[config.mk]
export PLATFORM = sky130hd
export DESIGN_NAME = memory_access_stage
export DESIGN_NICKNAME = d
export VERILOG_FILES = /design/src/rtl/memory_access_stage_pkg.sv /design/src/rtl/memory_access_stage_dmem_request_fsm.sv /design/src/rtl/memory_access_stage.sv
export SDC_FILE = /design/constraint.sdc
export NUM_CORES = 1
export LEC_CHECK = 0
export CAP_MARGIN = 30
export CORE_UTILIZATION = 50
export DETAILED_ROUTE_END_ITERATION = 10
export GPL_TIMING_DRIVEN = 0
export PLACE_DENSITY = 0.88
export REMOVE_ABC_BUFFERS = 1
export SETUP_SLACK_MARGIN = 0.2
export SKIP_CTS_REPAIR_TIMING = 1
export SLEW_MARGIN = 0
export SYNTH_ARGS = -nofsm -noshare
export SYNTH_HDL_FRONTEND = slang
export SYNTH_SLANG_ARGS = --single-unit
[constraint.sdc]
create_clock -name CLK -period 3.6 [get_ports CLK]
set_input_delay 0.72 -clock CLK [delete_from_list [all_inputs] [get_ports CLK]]
set_output_delay 0.72 -clock CLK [all_outputs]
set_load 0.01 [all_outputs]
[src/rtl/memory_access_stage_pkg.sv]
// Shared definitions for the MEM stage: CONTROL bit positions, the data-memory
// request state encoding and a small alignment helper.
package memory_access_stage_pkg;

  // CONTROL bus bit positions as produced by the EX stage
  localparam int CTRL_REG_WRITE  = 4;
  localparam int CTRL_MEM_TO_REG = 3;
  localparam int CTRL_BRANCH     = 2;
  localparam int CTRL_MEM_READ   = 1;
  localparam int CTRL_MEM_WRITE  = 0;

  // Data-memory request states
  typedef enum logic {
    ST_IDLE   = 1'b0,
    ST_ACCESS = 1'b1
  } mem_state_t;

  // Word accesses only: any set bit in the two LSBs is a misaligned address
  function automatic logic is_misaligned(input logic [1:0] lsb);
    return (lsb != 2'b00);
  endfunction

endpackage

[src/rtl/memory_access_stage_dmem_request_fsm.sv]
// Data-memory request sequencer for the MEM stage.
// Holds the IDLE/ACCESS state, the timeout counter and the registered write
// enable. Outputs are decoded purely from state so nothing combinational
// reaches STALL or MEM_REQ from the memory acknowledge.
// Ports:
//   clk, rst     clock, synchronous active-high reset
//   start        accept an aligned load/store this cycle (only honoured in IDLE)
//   wr           1 = the accepted access is a write
//   mem_ack      one-cycle completion pulse from data memory
//   mem_req      request asserted for every ACCESS cycle
//   mem_we       write enable, valid with mem_req
//   stall        1 while an access is open
//   done         ACK seen in ACCESS this cycle
//   abort        timeout limit reached this cycle without ACK
module dmem_request_fsm
  import memory_access_stage_pkg::*;
#(
  parameter int TIMEOUT_CYCLES = 16
) (
  input  logic clk,
  input  logic rst,
  input  logic start,
  input  logic wr,
  input  logic mem_ack,
  output logic mem_req,
  output logic mem_we,
  output logic stall,
  output logic done,
  output logic abort
);

  localparam int CNT_W = (TIMEOUT_CYCLES > 2) ? $clog2(TIMEOUT_CYCLES) : 1;

  mem_state_t       state_q, state_d;
  logic [CNT_W-1:0] cnt_q, cnt_d;
  logic             we_q, we_d;

  always_ff @(posedge clk) begin
    if (rst) begin
      state_q <= ST_IDLE;
      cnt_q   <= '0;
      we_q    <= 1'b0;
    end else begin
      state_q <= state_d;
      cnt_q   <= cnt_d;
      we_q    <= we_d;
    end
  end

  always_comb begin
    state_d = state_q;
    cnt_d   = cnt_q;
    we_d    = we_q;
    done    = 1'b0;
    abort   = 1'b0;
    case (state_q)
      ST_IDLE: begin
        // MEM_ACK while idle is deliberately ignored
        if (start) begin
          state_d = ST_ACCESS;
          cnt_d   = '0;
          we_d    = wr;
        end
      end
      ST_ACCESS: begin
        // cnt_q counts completed ACCESS cycles without ACK; the cycle in which
        // it would reach the limit is the last one. ACK in that cycle wins.
        if (mem_ack) begin
          done    = 1'b1;
          state_d = ST_IDLE;
          cnt_d   = '0;
        end else if (cnt_q == CNT_W'(TIMEOUT_CYCLES - 1)) begin
          abort   = 1'b1;
          state_d = ST_IDLE;
          cnt_d   = '0;
        end else begin
          cnt_d = cnt_q + CNT_W'(1);
        end
      end
      default: state_d = ST_IDLE;
    endcase
  end

  assign mem_req = (state_q == ST_ACCESS);
  assign mem_we  = mem_req & we_q;
  assign stall   = (state_q != ST_IDLE);

endmodule

[src/rtl/memory_access_stage.sv]
// MEM stage of the 32-bit RISC pipeline.
// Latches EX-stage outputs, runs loads/stores against a multi-cycle data
// memory via REQ/ACK, stalls upstream while an access is open, and drives the
// registered MEM/WB outputs plus the branch decision back to fetch.
// Ports:
//   CLK, RST                      clock, synchronous active-high reset
//   IN_VALID, ALU_RESULT, WRITE_DATA, WRITE_REGISTER, BRANCH_TARGET, ZERO,
//   CONTROL, HIT                  EX-stage outputs
//   STALL                         upstream must hold its inputs
//   MEM_REQ, MEM_WE, MEM_ADDR, MEM_WDATA, MEM_RDATA, MEM_ACK
//                                 data-memory handshake
//   OUT_VALID, READ_DATA, ALU_RESULT_OUT, WRITE_REG_OUT, CONTROL_OUT,
//   PC_SRC, BRANCH_TGT_OUT, HIT_OUT   registered MEM/WB outputs
//   ERROR                         sticky timeout/misalignment flag
module memory_access_stage
  import memory_access_stage_pkg::*;
#(
  parameter int DATA_W         = 32,
  parameter int TIMEOUT_CYCLES = 16
) (
  input  logic              CLK,
  input  logic              RST,
  input  logic              IN_VALID,
  input  logic [DATA_W-1:0] ALU_RESULT,
  input  logic [DATA_W-1:0] WRITE_DATA,
  input  logic [4:0]        WRITE_REGISTER,
  input  logic [DATA_W-1:0] BRANCH_TARGET,
  input  logic              ZERO,
  input  logic [4:0]        CONTROL,
  input  logic              HIT,
  output logic              STALL,
  output logic              MEM_REQ,
  output logic              MEM_WE,
  output logic [DATA_W-1:0] MEM_ADDR,
  output logic [DATA_W-1:0] MEM_WDATA,
  input  logic [DATA_W-1:0] MEM_RDATA,
  input  logic              MEM_ACK,
  output logic              OUT_VALID,
  output logic [DATA_W-1:0] READ_DATA,
  output logic [DATA_W-1:0] ALU_RESULT_OUT,
  output logic [4:0]        WRITE_REG_OUT,
  output logic [1:0]        CONTROL_OUT,
  output logic              PC_SRC,
  output logic [DATA_W-1:0] BRANCH_TGT_OUT,
  output logic              HIT_OUT,
  output logic              ERROR
);

  logic stall, done, abort;
  logic accept, is_mem, misaligned, start;

  assign accept     = IN_VALID & ~stall;
  assign is_mem     = CONTROL[CTRL_MEM_READ] | CONTROL[CTRL_MEM_WRITE];
  assign misaligned = is_misaligned(ALU_RESULT[1:0]);
  assign start      = accept & is_mem & ~misaligned;

  // READ+WRITE together is handled as a store, so MEM_WRITE alone decides the direction
  dmem_request_fsm #(
    .TIMEOUT_CYCLES(TIMEOUT_CYCLES)
  ) u_fsm (
    .clk    (CLK),
    .rst    (RST),
    .start  (start),
    .wr     (CONTROL[CTRL_MEM_WRITE]),
    .mem_ack(MEM_ACK),
    .mem_req(MEM_REQ),
    .mem_we (MEM_WE),
    .stall  (stall),
    .done   (done),
    .abort  (abort)
  );

  // ---- p0: EX/MEM latch, held for the duration of an access ----
  logic [DATA_W-1:0] addr_p0, wdata_p0, tgt_p0;
  logic [4:0]        wreg_p0, ctrl_p0;
  logic              zero_p0, hit_p0;
  logic              load_p0;

  assign load_p0 = ctrl_p0[CTRL_MEM_READ] & ~ctrl_p0[CTRL_MEM_WRITE];

  // ---- p1: MEM/WB output register ----
  logic [DATA_W-1:0] rdata_p1, alu_p1, tgt_p1;
  logic [4:0]        wreg_p1;
  logic [1:0]        ctrl_p1;
  logic              pc_src_p1, hit_p1, vld_p1, error_q;

  always_ff @(posedge CLK) begin
    if (RST) begin
      addr_p0   <= '0;
      wdata_p0  <= '0;
      tgt_p0    <= '0;
      wreg_p0   <= '0;
      ctrl_p0   <= '0;
      zero_p0   <= 1'b0;
      hit_p0    <= 1'b0;
      rdata_p1  <= '0;
      alu_p1    <= '0;
      tgt_p1    <= '0;
      wreg_p1   <= '0;
      ctrl_p1   <= '0;
      pc_src_p1 <= 1'b0;
      hit_p1    <= 1'b0;
      vld_p1    <= 1'b0;
      error_q   <= 1'b0;
    end else begin
      // OUT_VALID and PC_SRC are single-cycle pulses
      vld_p1    <= 1'b0;
      pc_src_p1 <= 1'b0;

      if (start) begin
        addr_p0  <= ALU_RESULT;
        wdata_p0 <= WRITE_DATA;
        tgt_p0   <= BRANCH_TARGET;
        wreg_p0  <= WRITE_REGISTER;
        ctrl_p0  <= CONTROL;
        zero_p0  <= ZERO;
        hit_p0   <= HIT;
      end

      if (accept && !start) begin
        // Non-memory instruction, or a misaligned access that never issues a request
        rdata_p1  <= '0;
        alu_p1    <= ALU_RESULT;
        tgt_p1    <= BRANCH_TARGET;
        wreg_p1   <= WRITE_REGISTER;
        ctrl_p1   <= {CONTROL[CTRL_REG_WRITE] & ~is_mem, CONTROL[CTRL_MEM_TO_REG]};
        pc_src_p1 <= CONTROL[CTRL_BRANCH] & ZERO;
        hit_p1    <= HIT;
        vld_p1    <= 1'b1;
        if (is_mem) error_q <= 1'b1;
      end else if (done || abort) begin
        rdata_p1  <= (done && load_p0) ? MEM_RDATA : '0;
        alu_p1    <= addr_p0;
        tgt_p1    <= tgt_p0;
        wreg_p1   <= wreg_p0;
        ctrl_p1   <= {ctrl_p0[CTRL_REG_WRITE] & ~abort, ctrl_p0[CTRL_MEM_TO_REG]};
        pc_src_p1 <= ctrl_p0[CTRL_BRANCH] & zero_p0;
        hit_p1    <= hit_p0;
        vld_p1    <= 1'b1;
        if (abort) error_q <= 1'b1;
      end
    end
  end

  assign STALL          = stall;
  assign MEM_ADDR       = addr_p0;
  assign MEM_WDATA      = wdata_p0;
  assign OUT_VALID      = vld_p1;
  assign READ_DATA      = rdata_p1;
  assign ALU_RESULT_OUT = alu_p1;
  assign WRITE_REG_OUT  = wreg_p1;
  assign CONTROL_OUT    = ctrl_p1;
  assign PC_SRC         = pc_src_p1;
  assign BRANCH_TGT_OUT = tgt_p1;
  assign HIT_OUT        = hit_p1;
  assign ERROR          = error_q;

endmodule

==> run metrics <==
GPL Wtd Cong 0.768; Critical Path RT approximately 4.0 ns; clock-pin slew on the worst setup and hold paths 0.06 ns; Worst-Margin Slew just over 0.9 ns; wire length on met3 2980 µm; area added between synthesis and finish 41.8%; wl on met1 roughly 14000 µm; FMAX between 0.3 and 0.4 GHz; CTS root buffer clkbuf_16; CTS tree built; Rows 51; Fin Setup TNS 0 ns; critical path class in -> reg; final setup violation count 0; Die ar. between 0.02 and 0.025 mm²; layout cell share with drive strength beyond 1 0.0588; flops & latches, synth ~220; DR vias approximately 11000; post-synthesis mux area share 0; cell chain of the critical path clkdlybuf4s50_1 > nor2b_4 > buf_12 > buf_12 > o21ai_4 > buf_12 > a311oi_1; static leakage between 4 and 5 nW; IR drop worst, VDD 0.000313 V; Worst Path Arrival 3.32 ns; Num CTS Buffers 26; pre-CTS setup slack ~0.24 ns; core area 0.0195 mm²; hold path cells 2; syn_area_per_cell ~8.9 µm²; hold slack final 0.465 ns; Final ANT Viol Nets 0; Avg Vias per Cell between 6 and 7; count of input and output buffers around 320; period utilization 0.810; number of global-route vias before repair between 10000 and 15000; Setup crit start kind primary input; total gr overflow 0; Total Power a little over 6 mW; Yosys cell types 40; final max-slew violation count 0; sequential element share of the synthesized area 0.446; CTS max path bufs 3; top layer in use met4; Tot GR Track Use 0.322; crit path capture type register; routed wl met2 16900 µm; residual DRC count 0; initial antenna violation count 0; most used cell, CP buf_12; die height 143 µm; starting density of the core 0.510; Post-Synth Simple-Gate Area 0.173; num ports roughly 320; Max-slew headroom 0.393; status complete, no violations; die width 143 µm; Tightest Hold Check Type reg -> reg; Synth Warn # 0; RSZ-0062 raised after global routing no; Syn Std Cell Area 0.00992 mm²; WL per Instance roughly 22 µm; Final Critical Period slightly below 3 ns; Pwr Density between 400 and 500 mW/mm²; final hold vios 0; post-detail-place hpwl roughly 20000 µm; skew final roughly 0.012 ns; first-pass GRT wire length ~54000 µm; Iter 0 DRT Violations between 900 and 1000; Synth Area in Adders 0.00126; clock latency at the later pin of the worst-skew pair 0.51 ns; Post-Route WL about 35000 µm; Clock Sinks 221; H-tree depth 1; DR pass1 iterations 7; Compound-Gate Fraction of Synth Area 0.295; post-layout util 0.723; Cells after Synth roughly 1100; Synth Area in XOR/XNOR 0; Reg2Reg Depth 6; largest net degree at the start of global routing 120; n_diodes 0; Max stage delay on crit path approximately 0.62 ns; most frequent cells in the layout clkdlybuf4s50_1 (316), dfxtp_1 (220), nand3_1 (150); Slowest-stage cell, CP nor2b_4; Worst Setup Slack, final 0.686 ns; commonest non-fill, non-tap cell in the layout clkdlybuf4s50_1; Crit Path Max Fanout 33; max cap viols 0; Final nets about 1500; largest family of logic cells by synthesized area compound AO/OA/AOI/OAI gates
## critical path, delay by kind of cell
kind	cells	cell delay (ns)
buf+inv	4	1.36
compound gates	2	0.56
simple gates	1	0.62
## routing by layer
metal / vias up / track usage
met5: - / 0
met4: 0 / 0.152
met3: 90 / 0.0671
met2: 550 / 0.531
met1: 5221 / 0.400
li1: 4868 / -
## state kept, by name, summed over array words and instances, names as in the netlist, 5 cells and up
signal,flops
ALU_RESULT_OUT,32
BRANCH_TGT_OUT,32
MEM_ADDR,32
MEM_WDATA,32
READ_DATA,32
tgt_p0,32
WRITE_REG_OUT,5
ctrl_p0,5
wreg_p0,5
## path summary, 6_finish.rpt
kind,from,end,slack [ns]
setup / recovery,IN_VALID,BRANCH_TGT_OUT[5]$_SDFFE_PP0P_,0.69
setup reg to reg,u_fsm.mem_req$_SDFF_PP0_,BRANCH_TGT_OUT[5]$_SDFFE_PP0P_,0.99
hold / removal,u_fsm.we_q$_SDFFE_PP0P_,u_fsm.we_q$_SDFFE_PP0P_,0.47
hold reg to reg,u_fsm.we_q$_SDFFE_PP0P_,u_fsm.we_q$_SDFFE_PP0P_,0.47
## where the power goes
| group | internal (mW) | switching (mW) |
|---|---|---|
| Clock | 1.55 | 1.02 |
| Sequential | 2.55 | 0.0597 |
| Combinational | 0.450 | 0.504 |
## Yosys cell counts, drive strengths merged
cell type,instances,share of area
a311oi,72,0.064
a32oi,33,0.029
o311ai,2,0.0018
and2,1,0.00063
nand2,2,0.0010
o21ai,3,0.0026
a211oi,72,0.054
and4b,1,0.0010
a21oi,112,0.057
dfxtp,221,0.45
nand3b,1,0.00076
a31o,1,0.00088
a31oi,1,0.00063
o211ai,1,0.0013
a311o,1,0.0010
or2,2,0.0013
nor3,33,0.017
nand4,107,0.068
buf,93,0.052
nor3b,4,0.0030
a41oi,1,0.00088
nor2,3,0.0019
o2111ai,1,0.00088
nand3,150,0.076
inv,4,0.0015
o31ai,107,0.081
nor2b,4,0.0028
ha,1,0.0013
clkbuf,83,0.031
nand2b,1,0.00063
## cell families after synthesis
family                     after synthesis
AOI/OAI and AO/OA                      407
DFF                                    221
adders and majority gates                1
and+or+nand+nor                        309
buffers and inverters                  180
## final cells by class
class,instances,area [µm²]
fillers,1422,5400
multi-input cells,717,4710
clock inverters,7,63.8
well taps,265,332
flip-flops and latches,221,4430
repair buffers,341,3750
clock buffers,37,773
inverters,4,15.0
## through the flow
| step | instances | instance area, µm² |
|---|---|---|
| 2_1_floorplan | 942 | 9090 |
| 3_3_place_gp | 1524 | 12600 |
| 3_5_place_dp | 1548 | 13200 |
| 4_1_cts | 1592 | 14100 |
| 5_1_grt | 1592 | 14100 |
| 6_report | 1592 | 14100 |
No activity file was read; power rests on OpenSTA's default activity.
